**src/rtl/bp_pkg.sv**
```systemverilog
// ---------------------------------------------------------------------------
// bp_pkg -- shared definitions for the branch predictor.
//   bp_cnt_e     : 2-bit saturating direction counter state (SNT/WNT/WT/ST)
//   BP_BIMODAL / BP_GSHARE : values of the predictor MODE parameter
//   bp_cnt_next  : saturating counter step for a resolved direction
// ---------------------------------------------------------------------------
package bp_pkg;

    typedef enum logic [1:0] {
        SNT = 2'b00,
        WNT = 2'b01,
        WT  = 2'b10,
        ST  = 2'b11
    } bp_cnt_e;

    localparam int BP_BIMODAL = 0;
    localparam int BP_GSHARE  = 1;

    // Taken moves toward ST, not-taken toward SNT; both ends stick.
    function automatic bp_cnt_e bp_cnt_next(input bp_cnt_e c, input logic taken);
        bp_cnt_e n;
        n = c;
        if (taken && c != ST)
            n = bp_cnt_e'(c + 2'd1);
        else if (!taken && c != SNT)
            n = bp_cnt_e'(c - 2'd1);
        return n;
    endfunction

endpackage

```
**src/rtl/bp_btb.sv**
```systemverilog
// ---------------------------------------------------------------------------
// bp_btb -- direct-mapped branch target buffer (only built when
// BRANCH_PRED_BTB_EN is defined in the top).
//   clk_i, rst_i       : clock, asynchronous active-low reset (clears valids)
//   rd_pc_i            : lookup PC; hit_o / target_o combinational
//   wr_en_i            : overwrite entry selected by wr_pc_i
//   wr_pc_i, wr_target_i : write PC (index + tag) and target
// Index pc[IDX_W+1:2], tag pc[ADDR_W-1:IDX_W+2].
// ---------------------------------------------------------------------------
module bp_btb #(
    parameter int ENTRIES = 64,
    parameter int ADDR_W  = 32
) (
    input  logic              clk_i,
    input  logic              rst_i,
    input  logic [ADDR_W-1:0] rd_pc_i,
    output logic              hit_o,
    output logic [ADDR_W-1:0] target_o,
    input  logic              wr_en_i,
    input  logic [ADDR_W-1:0] wr_pc_i,
    input  logic [ADDR_W-1:0] wr_target_i
);
    localparam int IDX_W = $clog2(ENTRIES);
    localparam int TAG_W = ADDR_W - IDX_W - 2;

    logic [ENTRIES-1:0] valid_q;
    logic [TAG_W-1:0]   tag_q [ENTRIES];
    logic [ADDR_W-1:0]  tgt_q [ENTRIES];

    logic [IDX_W-1:0] rd_idx, wr_idx;
    assign rd_idx = rd_pc_i[IDX_W+1:2];
    assign wr_idx = wr_pc_i[IDX_W+1:2];

    // Only the valid bits need reset; tag/target are qualified by them.
    always_ff @(posedge clk_i or negedge rst_i) begin
        if (!rst_i)
            valid_q <= '0;
        else if (wr_en_i)
            valid_q[wr_idx] <= 1'b1;
    end

    always_ff @(posedge clk_i) begin
        if (wr_en_i) begin
            tag_q[wr_idx] <= wr_pc_i[ADDR_W-1:IDX_W+2];
            tgt_q[wr_idx] <= wr_target_i;
        end
    end

    assign hit_o    = valid_q[rd_idx] && (tag_q[rd_idx] == rd_pc_i[ADDR_W-1:IDX_W+2]);
    assign target_o = hit_o ? tgt_q[rd_idx] : '0;

    logic unused_lsb;
    assign unused_lsb = ^{rd_pc_i[1:0], wr_pc_i[1:0]};

endmodule

```
**src/rtl/branch_predictor.sv**
```systemverilog
// ---------------------------------------------------------------------------
// branch_predictor -- bimodal (MODE=0) or gshare (MODE=1) direction
// predictor with 2-bit saturating counters, optional BTB.
// Optional feature macro: BRANCH_PRED_BTB_EN (builds bp_btb; taken
// predictions then also require a BTB hit).
// Ports:
//   clk_i, rst_i      : clock, asynchronous active-low reset
//   start_i           : enable; low gives not-taken and blocks updates
//   pred_pc_i         : IF-stage PC, prediction is combinational
//   pred_taken_o      : predicted direction
//   pred_target_o     : BTB target on hit (0 otherwise / without BTB)
//   pred_hit_o        : BTB tag hit (0 without BTB)
//   upd_valid_i, upd_pc_i, upd_taken_i, upd_pred_i, upd_target_i :
//                       one resolved branch per cycle
//   upd_cnt_o, miss_cnt_o : saturating resolved / mispredict counts
// ---------------------------------------------------------------------------
module branch_predictor
    import bp_pkg::*;
#(
    parameter int ENTRIES = 64,
    parameter int ADDR_W  = 32,
    parameter int MODE    = 0,
    parameter int GHR_W   = 6
) (
    input  logic              clk_i,
    input  logic              rst_i,
    input  logic              start_i,
    input  logic [ADDR_W-1:0] pred_pc_i,
    output logic              pred_taken_o,
    output logic [ADDR_W-1:0] pred_target_o,
    output logic              pred_hit_o,
    input  logic              upd_valid_i,
    input  logic [ADDR_W-1:0] upd_pc_i,
    input  logic              upd_taken_i,
    input  logic              upd_pred_i,
    input  logic [ADDR_W-1:0] upd_target_i,
    output logic [31:0]       upd_cnt_o,
    output logic [31:0]       miss_cnt_o
);
    localparam int IDX_W = $clog2(ENTRIES);

    bp_cnt_e          cnt_q [ENTRIES];
    logic [GHR_W-1:0] ghr_q;
    logic [31:0]      upd_cnt_q, miss_cnt_q;

    logic             upd_acc;
    logic [IDX_W-1:0] pred_idx, upd_idx;
    bp_cnt_e          pred_cnt;
    logic             dir_taken;

    // Gshare folds the history into the low index bits (zero-extended).
    function automatic logic [IDX_W-1:0] idx_of(input logic [ADDR_W-1:0] pc,
                                                input logic [GHR_W-1:0]  ghr);
        logic [IDX_W-1:0] f;
        f = pc[IDX_W+1:2];
        if (MODE == BP_GSHARE)
            f = f ^ IDX_W'(ghr);
        return f;
    endfunction

    assign upd_acc  = upd_valid_i & start_i;
    assign pred_idx = idx_of(pred_pc_i, ghr_q);
    assign upd_idx  = idx_of(upd_pc_i, ghr_q);   // pre-update history

    // Read straight from the registered table: a same-cycle update to the
    // same entry is not forwarded.
    assign pred_cnt  = cnt_q[pred_idx];
    assign dir_taken = start_i & pred_cnt[1];

    always_ff @(posedge clk_i or negedge rst_i) begin
        if (!rst_i) begin
            for (int i = 0; i < ENTRIES; i++)
                cnt_q[i] <= WNT;
        end else if (upd_acc) begin
            cnt_q[upd_idx] <= bp_cnt_next(cnt_q[upd_idx], upd_taken_i);
        end
    end

    // History is only advanced by resolved branches (non-speculative).
    always_ff @(posedge clk_i or negedge rst_i) begin
        if (!rst_i)
            ghr_q <= '0;
        else if (upd_acc)
            ghr_q <= (ghr_q << 1) | GHR_W'(upd_taken_i);
    end

    always_ff @(posedge clk_i or negedge rst_i) begin
        if (!rst_i) begin
            upd_cnt_q  <= '0;
            miss_cnt_q <= '0;
        end else if (upd_acc) begin
            if (upd_cnt_q != '1)
                upd_cnt_q <= upd_cnt_q + 32'd1;
            if ((upd_taken_i != upd_pred_i) && (miss_cnt_q != '1))
                miss_cnt_q <= miss_cnt_q + 32'd1;
        end
    end

    assign upd_cnt_o  = upd_cnt_q;
    assign miss_cnt_o = miss_cnt_q;

`ifdef BRANCH_PRED_BTB_EN
    logic              btb_hit;
    logic [ADDR_W-1:0] btb_tgt;

    bp_btb #(
        .ENTRIES (ENTRIES),
        .ADDR_W  (ADDR_W)
    ) u_btb (
        .clk_i       (clk_i),
        .rst_i       (rst_i),
        .rd_pc_i     (pred_pc_i),
        .hit_o       (btb_hit),
        .target_o    (btb_tgt),
        .wr_en_i     (upd_acc & upd_taken_i),
        .wr_pc_i     (upd_pc_i),
        .wr_target_i (upd_target_i)
    );

    assign pred_taken_o  = dir_taken & btb_hit;
    assign pred_hit_o    = btb_hit;
    assign pred_target_o = btb_tgt;
`else
    assign pred_taken_o  = dir_taken;
    assign pred_hit_o    = 1'b0;
    assign pred_target_o = '0;
`endif

    logic unused_bits;
    assign unused_bits = ^{pred_pc_i, upd_pc_i, upd_target_i};

endmodule
```
**config.mk**
```make
export PLATFORM = sky130hd
export DESIGN_NAME = branch_predictor
export DESIGN_NICKNAME = d
export VERILOG_FILES = /design/src/rtl/bp_pkg.sv /design/src/rtl/bp_btb.sv /design/src/rtl/branch_predictor.sv
export SDC_FILE = /design/constraint.sdc
export NUM_CORES = 1
export LEC_CHECK = 0
export BUFFER_PORTS_ARGS = -buffer_cell sky130_fd_sc_hd__buf_2
export CORE_MARGIN = 2
export CORE_UTILIZATION = 50
export DETAILED_ROUTE_END_ITERATION = 6
export GPL_TIMING_DRIVEN = 1
export PLACE_DENSITY_LB_ADDON = 0.08
export SYNTH_ARGS = -nofsm -noshare
export SYNTH_HDL_FRONTEND = slang
export SYNTH_SLANG_ARGS = --single-unit
```
**constraint.sdc**
```tcl
create_clock -name clk_i -period 3.2 [get_ports clk_i]
set_input_delay 0.16 -clock clk_i [delete_from_list [all_inputs] [get_ports clk_i]]
set_output_delay 0.16 -clock clk_i [all_outputs]
set_load 0.02 [all_outputs]
```
**Word level (Yosys, flattened, before mapping)**

Index checks and enable logic that the tools add are counted.

- Input bits: 102
- Logic and storage cells: 101
- Register bits: 192

- Add/sub/neg operators: 4
- Bitwise gates (word level): 4
- Muxes and demuxes: 12
- Magnitude comparators: 3
- Reductions and logical operators: 8
- Equal/unequal tests: 4

Operator list:

| cell | number |
|---|---|
| bitwise mux 128 bit | 1 |
| adder 32 x 1 -> 32 bit (second input constant) | 2 |
| != test 32 bit (second input constant) | 2 |
| binary-select mux 2 bit (select 6 bit) | 2 |
| 2-to-1 mux 2 bit | 8 |
| greater-or-equal comparator 7 bit (second input constant) | 2 |
| NOT 6 -> 7 bit | 2 |
| demux 2 bit (select 6 bit) | 1 |
| < comparator 7 x 1 -> 1 bit (second input constant) | 1 |
| logical AND 1 bit | 4 |
| AND reduction 2 bit | 2 |
| adder 2 x 1 -> 2 bit (second input constant) | 1 |
| AND 1 bit | 2 |
| != test 2 bit (second input constant) | 1 |
| nonzero test 2 bit | 1 |
| subtractor 2 x 1 -> 2 bit (second input constant) | 1 |
| logical NOT 1 bit | 1 |
| != test 1 bit | 1 |

**Logic depth before layout (Yosys ltp)**

Gate-level depths: netlist of the first run.

- Depth in word-level cells: 10
- Depth in mapped cells: 16

**Worst setup path after synthesis of the first run**

Ideal clock, no wire load.

- Kind: flip-flop to flip-flop
- Start point: reg cnt_q[80] (netlist name)
- End point: reg cnt_q[11] (netlist name)
- Slack: -0.067 ns
- Stages on the path, launching flop included: 13
- Required time: 3.069 ns
- Data arrival time: 3.136 ns
- Setup time: 0.131 ns
- Cells stage by stage: dfstp_2 mux2_2 mux4_2 o21ai_1 o2111ai_1 nor4_4 inv_1 ha_1 nor2b_1 o21ai_0 a221oi_4 buf_2 a21oi_1

- Longest elaborated chain between the ends: 9
- Elaborated cells between the ends (all ways): 13
- Those cells by class: add/sub (2); eq/ne (1); mux (7); reduce/logical (3)

Ends and longest elaborated chain:

| element | RTL line | text |
|---|---|---|
| start: declaration | branch_predictor.sv:42 | `bp_cnt_e cnt_q [ENTRIES];` |
| start signal: indexed assignment | branch_predictor.sv:75 | `cnt_q[upd_idx] <= bp_cnt_next(cnt_q[upd_idx], upd_taken_i);` |
| binary-select mux 2 bit (select 6 bit) (*) | branch_predictor.sv:75 |  |
| 2-to-1 mux 2 bit (not written as such) (*) (2 in a row) | branch_predictor.sv:75 |  |
| parallel branches: the longest is 3 deep, another holds subtractor 2 x 1 -> 2 bit | n/a |  |
| 2-to-1 mux 2 bit (*) | bp_pkg.sv:23 | `if (taken && c != ST)` |
| 2-to-1 mux 2 bit (*) | branch_predictor.sv:74 | `end else if (upd_acc) begin` |
| bitwise mux 128 bit (*) | branch_predictor.sv:75 |  |

Mark *: on every way between the ends. The select of a mux whose other input is x is not followed.
A chain may end at the register's enable or synchronous reset.

**Worst setup path after layout of the first run**

- Start point: reg cnt_q[76] (netlist name)
- End point: reg cnt_q[87] (netlist name)

Same word-level chain as after synthesis.

==> results of run 1 <==
## worst max-delay path: cells and delay by family (launching register included)
| kind | cells | cell delay [ns] |
|---|---|---|
| mux | 2 | 0.57 |
| compound gates | 4 | 0.70 |
| fa+ha+maj | 1 | 0.16 |
| flops | 1 | 0.54 |
| simple gates | 2 | 0.09 |
| buf+inv | 7 | 0.97 |
## power breakdown
group	total, mW	internal, mW	switching (mW)
clock	2.20	1.18	1.02
combinational	1.58	0.730	0.854
sequential	3.05	2.80	0.255
## registers in the layout (all words and copies together), names as in the netlist
name        count
cnt_q         128
upd_cnt_o      32
miss_cnt_o     32
## what timing repair did
action	4_1_cts	5_1_grt
pin swaps	0	6
setup endpoints to repair	42	66
buffers inserted	1	3
hold buffers	1	0
gates cloned	0	6
hold endpoints to repair	61	0
gates resized for setup	1	19
## stage by stage
stage	util	cell area (sq um)	cells	hold slack (ns)
5_1_grt	0.611	11900	1419	0.323
2_1_floorplan	-	10100	1024	-0.136
4_1_cts	0.599	11700	1410	0.256
3_3_place_gp	0.567	11100	1376	0.279
6_report	0.611	11900	1419	0.269
3_5_place_dp	0.567	11100	1376	0.289
## final timing paths
| check | from | end | slack (ns) | cells past startpoint |
|---|---|---|---|---|
| max reg2reg | cnt_q[76]$_DFFE_PN1P_ | cnt_q[87]$_DFFE_PN0P_ | 0.04 | 16 |
| max in group asynchronous | rst_i | cnt_q[60]$_DFFE_PN1P_ | 1.95 | 3 |
| max | cnt_q[76]$_DFFE_PN1P_ | cnt_q[87]$_DFFE_PN0P_ | 0.04 | 16 |
| min reg2reg | upd_cnt_o[11]$_DFFE_PN0P_ | upd_cnt_o[11]$_DFFE_PN0P_ | 0.49 | 1 |
| min | upd_pred_i | miss_cnt_o[3]$_DFFE_PN0P_ | 0.27 | 5 |
| min in group asynchronous | rst_i | miss_cnt_o[26]$_DFFE_PN0P_ | 0.37 | 2 |
## per-layer routing
metal	vias up	wire, microns
li1	3752	-
met1	3900	11900
met2	286	12600
met3	52	1810
met4	2	590
met5	-	12
## final cells by class
class / instances / area share
repair buffers: 179 / 0.113
well taps: 265 / 0.0278
clock buffers: 18 / 0.0360
clock inverters: 14 / 0.0143
flip-flops and latches: 192 / 0.410
inverters: 8 / 0.00252
multi-input cells: 743 / 0.397
## cell usage in the layout, fill, tap and decap left out, types with 4 or more instances in the layout
cell type  count
a21oi_1      131
nand4_1       16
dfstp_2       64
nand3b_1       7
a22oi_1        8
nand2_1       45
nor3_1        10
mux2i_1       21
and2_1         6
a221oi_1      14
and3_1        14
o21ai_0       13
buf_4         80
dfrtp_1      128
buf_12         9
nand2b_1       7
buf_2         81
o31ai_1        5
mux4_2        25
mux2_2        12
conb_1        33
nor3b_1        4
inv_1          6
nor2_1       198
nor2b_1        8
xnor2_1       45
a31oi_1        9
xor2_1        16
and4_1        13
clkbuf_16     21
nand3_1       32
inv_6          5
## logic make-up (layout without fill, tap and decap cells)
logic type,after synthesis,count (layout),share of synthesized area
AOI/OAI and AO/OA,211,211,0.127
xor gates and xnor gates,62,62,0.0564
adders and majority gates,4,4,0.00502
buffers and inverters,89,219,0.0538
DFF,192,192,0.490
muxes,58,58,0.0911
other,1,33,0.000376
and+or+nand+nor,375,375,0.176
==> summary.md, run 1 <==
| Metric | Value |
|---|---|
| Status | finished, final reports clean |
| Met3 Resource Use GR | 0.0531 |
| Fin. Hold Viols | 0 |
| Worst slew pin tran | 0.777 ns |
| Post-synth EDFFs | 0 |
| Met1 Resource Use GR | 0.361 |
| Global-route usage over all layers | 0.253 |
| Clk_lat worst skew | 0.44 ns |
| Arr. time, crit path | 3.46 ns |
| Number of setup violations in the final report | 0 |
| Most common cell on crit path | buf_4 |
| Fill count | 1666 |
| GR Overflow Total | 0 |
| Pins Over Slew Limit | 0 |
| Synth area leaders | dfrtp_1 (32%), dfstp_2 (17%), nor2_1 (7.5%) |
| Clock skew | 0.0152 ns |
| Type of element launching the critical path | flip-flop |
| Area of the multi-input gates | 4740 sq um |
| # diodes | 0 |
| Critical path class | reg -> reg |
| Worst-path clk slew | 0.07 ns |
| #FFs+latches synth | 192 |
| Fin crit period | 3.16 ns |
| Power Total | 6.84 mW |
| DR vias | 7992 |
| Dpl ws | -0.232 ns |
| Seq/Total Area, Yosys | 0.490 |
| H-tree levels | 4 |
| First-pass GRT wire length | 42300 microns |
| First-pass detailed-route iteration total | 6 |
| Ys Warns | 0 |
| Clock Path Buffers | 2 |
| Share of Yosys cell area claimed by the top area cell type | 0.321 |
| CP required | 3.50 ns |
| CTS tree | yes |
| DRC violations left | 0 |
| Clock Sinks | 192 |
| Crit-path slowest cell | dfstp_2 |
| Die area | 21100 sq um |
| Top Usage Layer GRT | met2 |
| Synth area leader | dfrtp_1 |
| Synth cell types | 62 |
| Slowest stage delay, CP | 0.54 ns |
| Count leader, synth | nor2_1 |
| Initial drt markers | 677 |
| Drt total wl | 26900 microns |
| Avg WL per Cell | 18.9 microns |
| Post-DRT Antenna Nets | 0 |
| Max cap viols | 0 |
| Fin worst setup slack | 0.0379 ns |
| Routability cong. | 0.863 |
| DR vias/cell | 5.63 |
| CP Cell Sequence | mux2i_1, mux4_2, a31o_2, o2111ai_2, nor4_4, buf_4, inv_1, ha_4, nor2b_4, buf_4, buf_4, a221oi_4, buf_12, clkbuf_16, clkbuf_16, a21oi_1 |
| Max FO, Critical Path | 5 |
| Input/output buffers | 82 |
| Top cells by count, synth | nor2_1 (198), a21oi_1 (132), dfrtp_1 (128) |
| Setup tns final | 0 ns |
| IR drop worst, VDD | 0.362 mV |
| Initial Util | 0.511 |
| TritonCTS Buffers | 17 |
| Largest net degree at the start of global routing | 92 |
| Die width | 145 microns |
| Met2 GRT Util | 0.393 |
| Synth Instances | 992 |
| Fraction of layout cells with a size suffix above 1 | 0.287 |
| Synthesized area | 9970 sq um |
| PwrDens | 574 nW/um^2 |
| Ys flop type | dfrtp_1 |
| Nets | 1247 |
| Post-synth ARST share | 1.00 |
| IO Pins | 200 |
| Die Height | 145 microns |
| Final Cycle Share | 0.988 |
| Core area | 19500 sq um |
| Row count | 51 |
| Endpoint type of the worst setup path | flip-flop |
| Sequential Area | 4880 sq um |
| Synthesis-to-layout area growth | 19.6% |
| Relative slew margins | 0.479 |
| Root buffer cell | clkbuf_16 |
| Syn Area/Cell | 10.0 sq um |
| Lkg Pwr | 5.32 nW |
| Number of global-route vias before repair | 7648 |
| Hpwl dp | 18500 microns |
| Initial antenna violation count | 1 |
| Max Freq | 316 MHz |
| Worst hold path type | in -> reg |
Note: power is estimated with default switching activity, not from simulation.
==> inputs of run 2 (changes only) <==
Settings changed: CORE_UTILIZATION 50 to 30.
==> run 2 against run 1 <==
Fmax is 2.1% higher. Clock skew shrank 0.0040 ns. Utilization shrank 24 points. Setup slack improved by 0.065 ns. Critical path depth fell by 1.
==> summary.md, run 2 (synthesized netlist as in run 1, its figures left out) <==
| Metric | Value |
|---|---|
| IR drop worst, VDD | 0.407 mV (was 0.362 mV) |
| Sequential Area | 4880 sq um (unchanged) |
| Lkg Pwr | 5.24 nW (was 5.32 nW) |
| DRC violations left | 0 (unchanged) |
| Worst hold path type | in -> reg (unchanged) |
| Slowest stage delay, CP | 0.54 ns (about the same) |
| Max Freq | 323 MHz (was 316 MHz) |
| Hpwl dp | 20900 microns (was 18500 microns) |
| IO Pins | 200 (unchanged) |
| RSZ-0062 raised after global routing | no |
| Critical path class | reg -> reg (unchanged) |
| Largest net degree at the start of global routing | 85 (was 92) |
| Synthesis-to-layout area growth | 21.2% (was 19.6%) |
| Setup tns final | 0 ns (unchanged) |
| Buffers and inverters on the worst path | 6 (was 7) |
| Row count | 66 (was 51) |
| First-pass GRT wire length | 46400 microns (was 42300 microns) |
| Crit-path slowest cell | dfstp_2 (unchanged) |
| Clock skew | 0.0112 ns (was 0.0152 ns) |
| Max cap viols | 0 (unchanged) |
| TritonCTS Buffers | 17 (unchanged) |
| Endpoint type of the worst setup path | flip-flop (unchanged) |
| Clock Path Buffers | 2 (unchanged) |
| Die width | 186 microns (was 145 microns) |
| Die Height | 186 microns (was 145 microns) |
| CTS tree | yes (unchanged) |
| Root buffer cell | clkbuf_16 (unchanged) |
| Post-DRT Antenna Nets | 0 (unchanged) |
| Most frequent cells in the layout | nor2_1 (198), dfrtp_1 (128), a21oi_1 (127) (was nor2_1 (198), a21oi_1 (131), dfrtp_1 (128)) |
| Initial Util | 0.306 (was 0.511) |
| Status | finished, final reports clean (unchanged) |
| Clock Sinks | 192 (unchanged) |
| Worst-path clk slew | 0.07 ns (about the same) |
| Final Cycle Share | 0.968 (was 0.988) |
| Cell family with most CP delay | buffers and inverters (unchanged) |
| CP required | 3.52 ns (was 3.50 ns) |
| Initial drt markers | 446 (was 677) |
| Drt total wl | 29600 microns (was 26900 microns) |
| DR vias/cell | 4.89 (was 5.63) |
| Max reg flops | 128 (unchanged) |
| CP Cell Sequence | mux2i_1, mux4_2, a31o_4, o2111ai_4, nor4_4, inv_1, ha_4, nor2b_4, buf_4, buf_4, buf_4, a221oi_4, buf_6, clkbuf_16, a21oi_1 (was mux2i_1, mux4_2, a31o_2, o2111ai_2, nor4_4, buf_4, inv_1, ha_4, nor2b_4, buf_4, buf_4, a221oi_4, buf_12, clkbuf_16, clkbuf_16, a21oi_1) |
| First-pass detailed-route iteration total | 7 (was 6) |
| Core area | 32600 sq um (was 19500 sq um) |
| Worst slew pin tran | 0.888 ns (was 0.777 ns) |
| Global-route usage over all layers | 0.178 (was 0.253) |
| # diodes | 0 (unchanged) |
| Type of element launching the critical path | flip-flop (unchanged) |
| Fraction of layout cells with a size suffix above 1 | 0.281 (was 0.287) |
| Routability cong. | 0.795 (was 0.863) |
| Arr. time, crit path | 3.42 ns (was 3.46 ns) |
| Nets | 1238 (was 1247) |
| Die area | 34700 sq um (was 21100 sq um) |
| Largest register by flop count | cnt_q (unchanged) |
| Input/output buffers | 82 (unchanged) |
| PwrDens | 558 nW/um^2 (was 574 nW/um^2) |
| Relative slew margins | 0.404 (was 0.479) |
| H-tree levels | 4 (unchanged) |
| Area post-placement | 11300 sq um (was 11100 sq um) |
| GR Overflow Total | 0 (unchanged) |
| Number of setup violations in the final report | 0 (unchanged) |
| Final instance area | 12100 sq um (was 11900 sq um) |
| Fin crit period | 3.10 ns (was 3.16 ns) |
| Avg WL per Cell | 18.7 microns (was 18.9 microns) |
| DR vias | 7765 (was 7992) |
| Area of the multi-input gates | 4760 sq um (was 4740 sq um) |
| Fill count | 3280 (was 1666) |
| Power Total | 6.74 mW (was 6.84 mW) |
| Number of global-route vias before repair | 7684 (was 7648) |
| Max FO, Critical Path | 7 (was 5) |
| Initial antenna violation count | 0 (was 1) |
| Clk_lat worst skew | 0.45 ns (was 0.44 ns) |
| Most common cell on crit path | buf_4 (unchanged) |
| Pins Over Slew Limit | 0 (unchanged) |
| Fin. Hold Viols | 0 (unchanged) |
| Commonest non-fill, non-tap cell in the layout | nor2_1 (unchanged) |
-- run 2: cell count changes in the layout (fill, tap and decap cells not counted), moves of 2 or more --
cell	change
nand2_2	-2
nand2_1	+2
a21oi_1	-4
clkbuf_16	-3
buf_12	+4
a21oi_2	+4
buf_4	-9
clkinvlp_4	+4
inv_8	-2
inv_6	-2
-- run 2: final cells by class --
| cell class | instances | share of cell area |
|---|---|---|
| Sequential cell | 192 | 0.404 |
| Multi-Input combinational cell | 743 | 0.394 |
| Clock buffer | 18 | 0.0355 |
| Timing Repair Buffer | 170 | 0.105 |
| Inverter | 8 | 0.00249 |
| Tap cell | 442 | 0.0458 |
| Clock inverter | 14 | 0.0129 |
-- run 2: layer usage --
layer	GRT usage	part of all wire	wire, microns
met1	0.253	0.48	14200
met2	0.283	0.48	14100
met3	0.0358	0.036	1070
met4	0.0387	0.0086	254
met5	0	0	0
-- run 2: what timing repair did --
item,4_1_cts,5_1_grt
hold endpoints to repair,57,0
gates cloned,0,1
setup buffers,4,0
pin swaps,4,4
resized for setup,11,11
endpoints found under the setup margin,63,61
hold buffers,1,0
-- run 2: stage by stage --
| stage | util | setup slack (ns) | hold WS [ns] | cells |
|---|---|---|---|---|
| floorplan | - | 0.0268 | -0.136 | 1024 |
| global placement | 0.347 | -0.479 | 0.295 | 1549 |
| detailed placement | 0.347 | -0.497 | 0.291 | 1549 |
| CTS | 0.368 | 0.00649 | 0.255 | 1586 |
| global route | 0.370 | 0.0183 | 0.326 | 1587 |
| finish | 0.370 | 0.103 | 0.268 | 1587 |
-- run 2: final timing paths --
check,startpoint,end,slack [ns],cells after the start
worst max-delay path,cnt_q[68]$_DFFE_PN1P_,cnt_q[99]$_DFFE_PN0P_,0.10,15
worst min-delay path,upd_pred_i,miss_cnt_o[3]$_DFFE_PN0P_,0.27,5
worst max register to register,cnt_q[68]$_DFFE_PN1P_,cnt_q[99]$_DFFE_PN0P_,0.10,15
worst min register to register,miss_cnt_o[20]$_DFFE_PN0P_,miss_cnt_o[20]$_DFFE_PN0P_,0.49,1
max in group asynchronous,rst_i,cnt_q[62]$_DFFE_PN1P_,2.01,3
min in group asynchronous,rst_i,upd_cnt_o[17]$_DFFE_PN0P_,0.34,2
-- run 2: worst min-delay path: cells and delay by family --
| kind | cells | cell delay, ns |
|---|---|---|
| buffers and inverters | 1 | 0.08 |
| AOI/OAI and AO/OA | 1 | 0.13 |
| and+or+nand+nor | 2 | 0.21 |
| xor gates and xnor gates | 1 | 0.09 |
-- run 2: power breakdown --
part	leakage, nW	total, mW	switching [mW]	internal [mW]
registers	2.38	3.05	0.257	2.80
clock network	0.267	2.20	1.04	1.16
logic	2.60	1.48	0.836	0.647
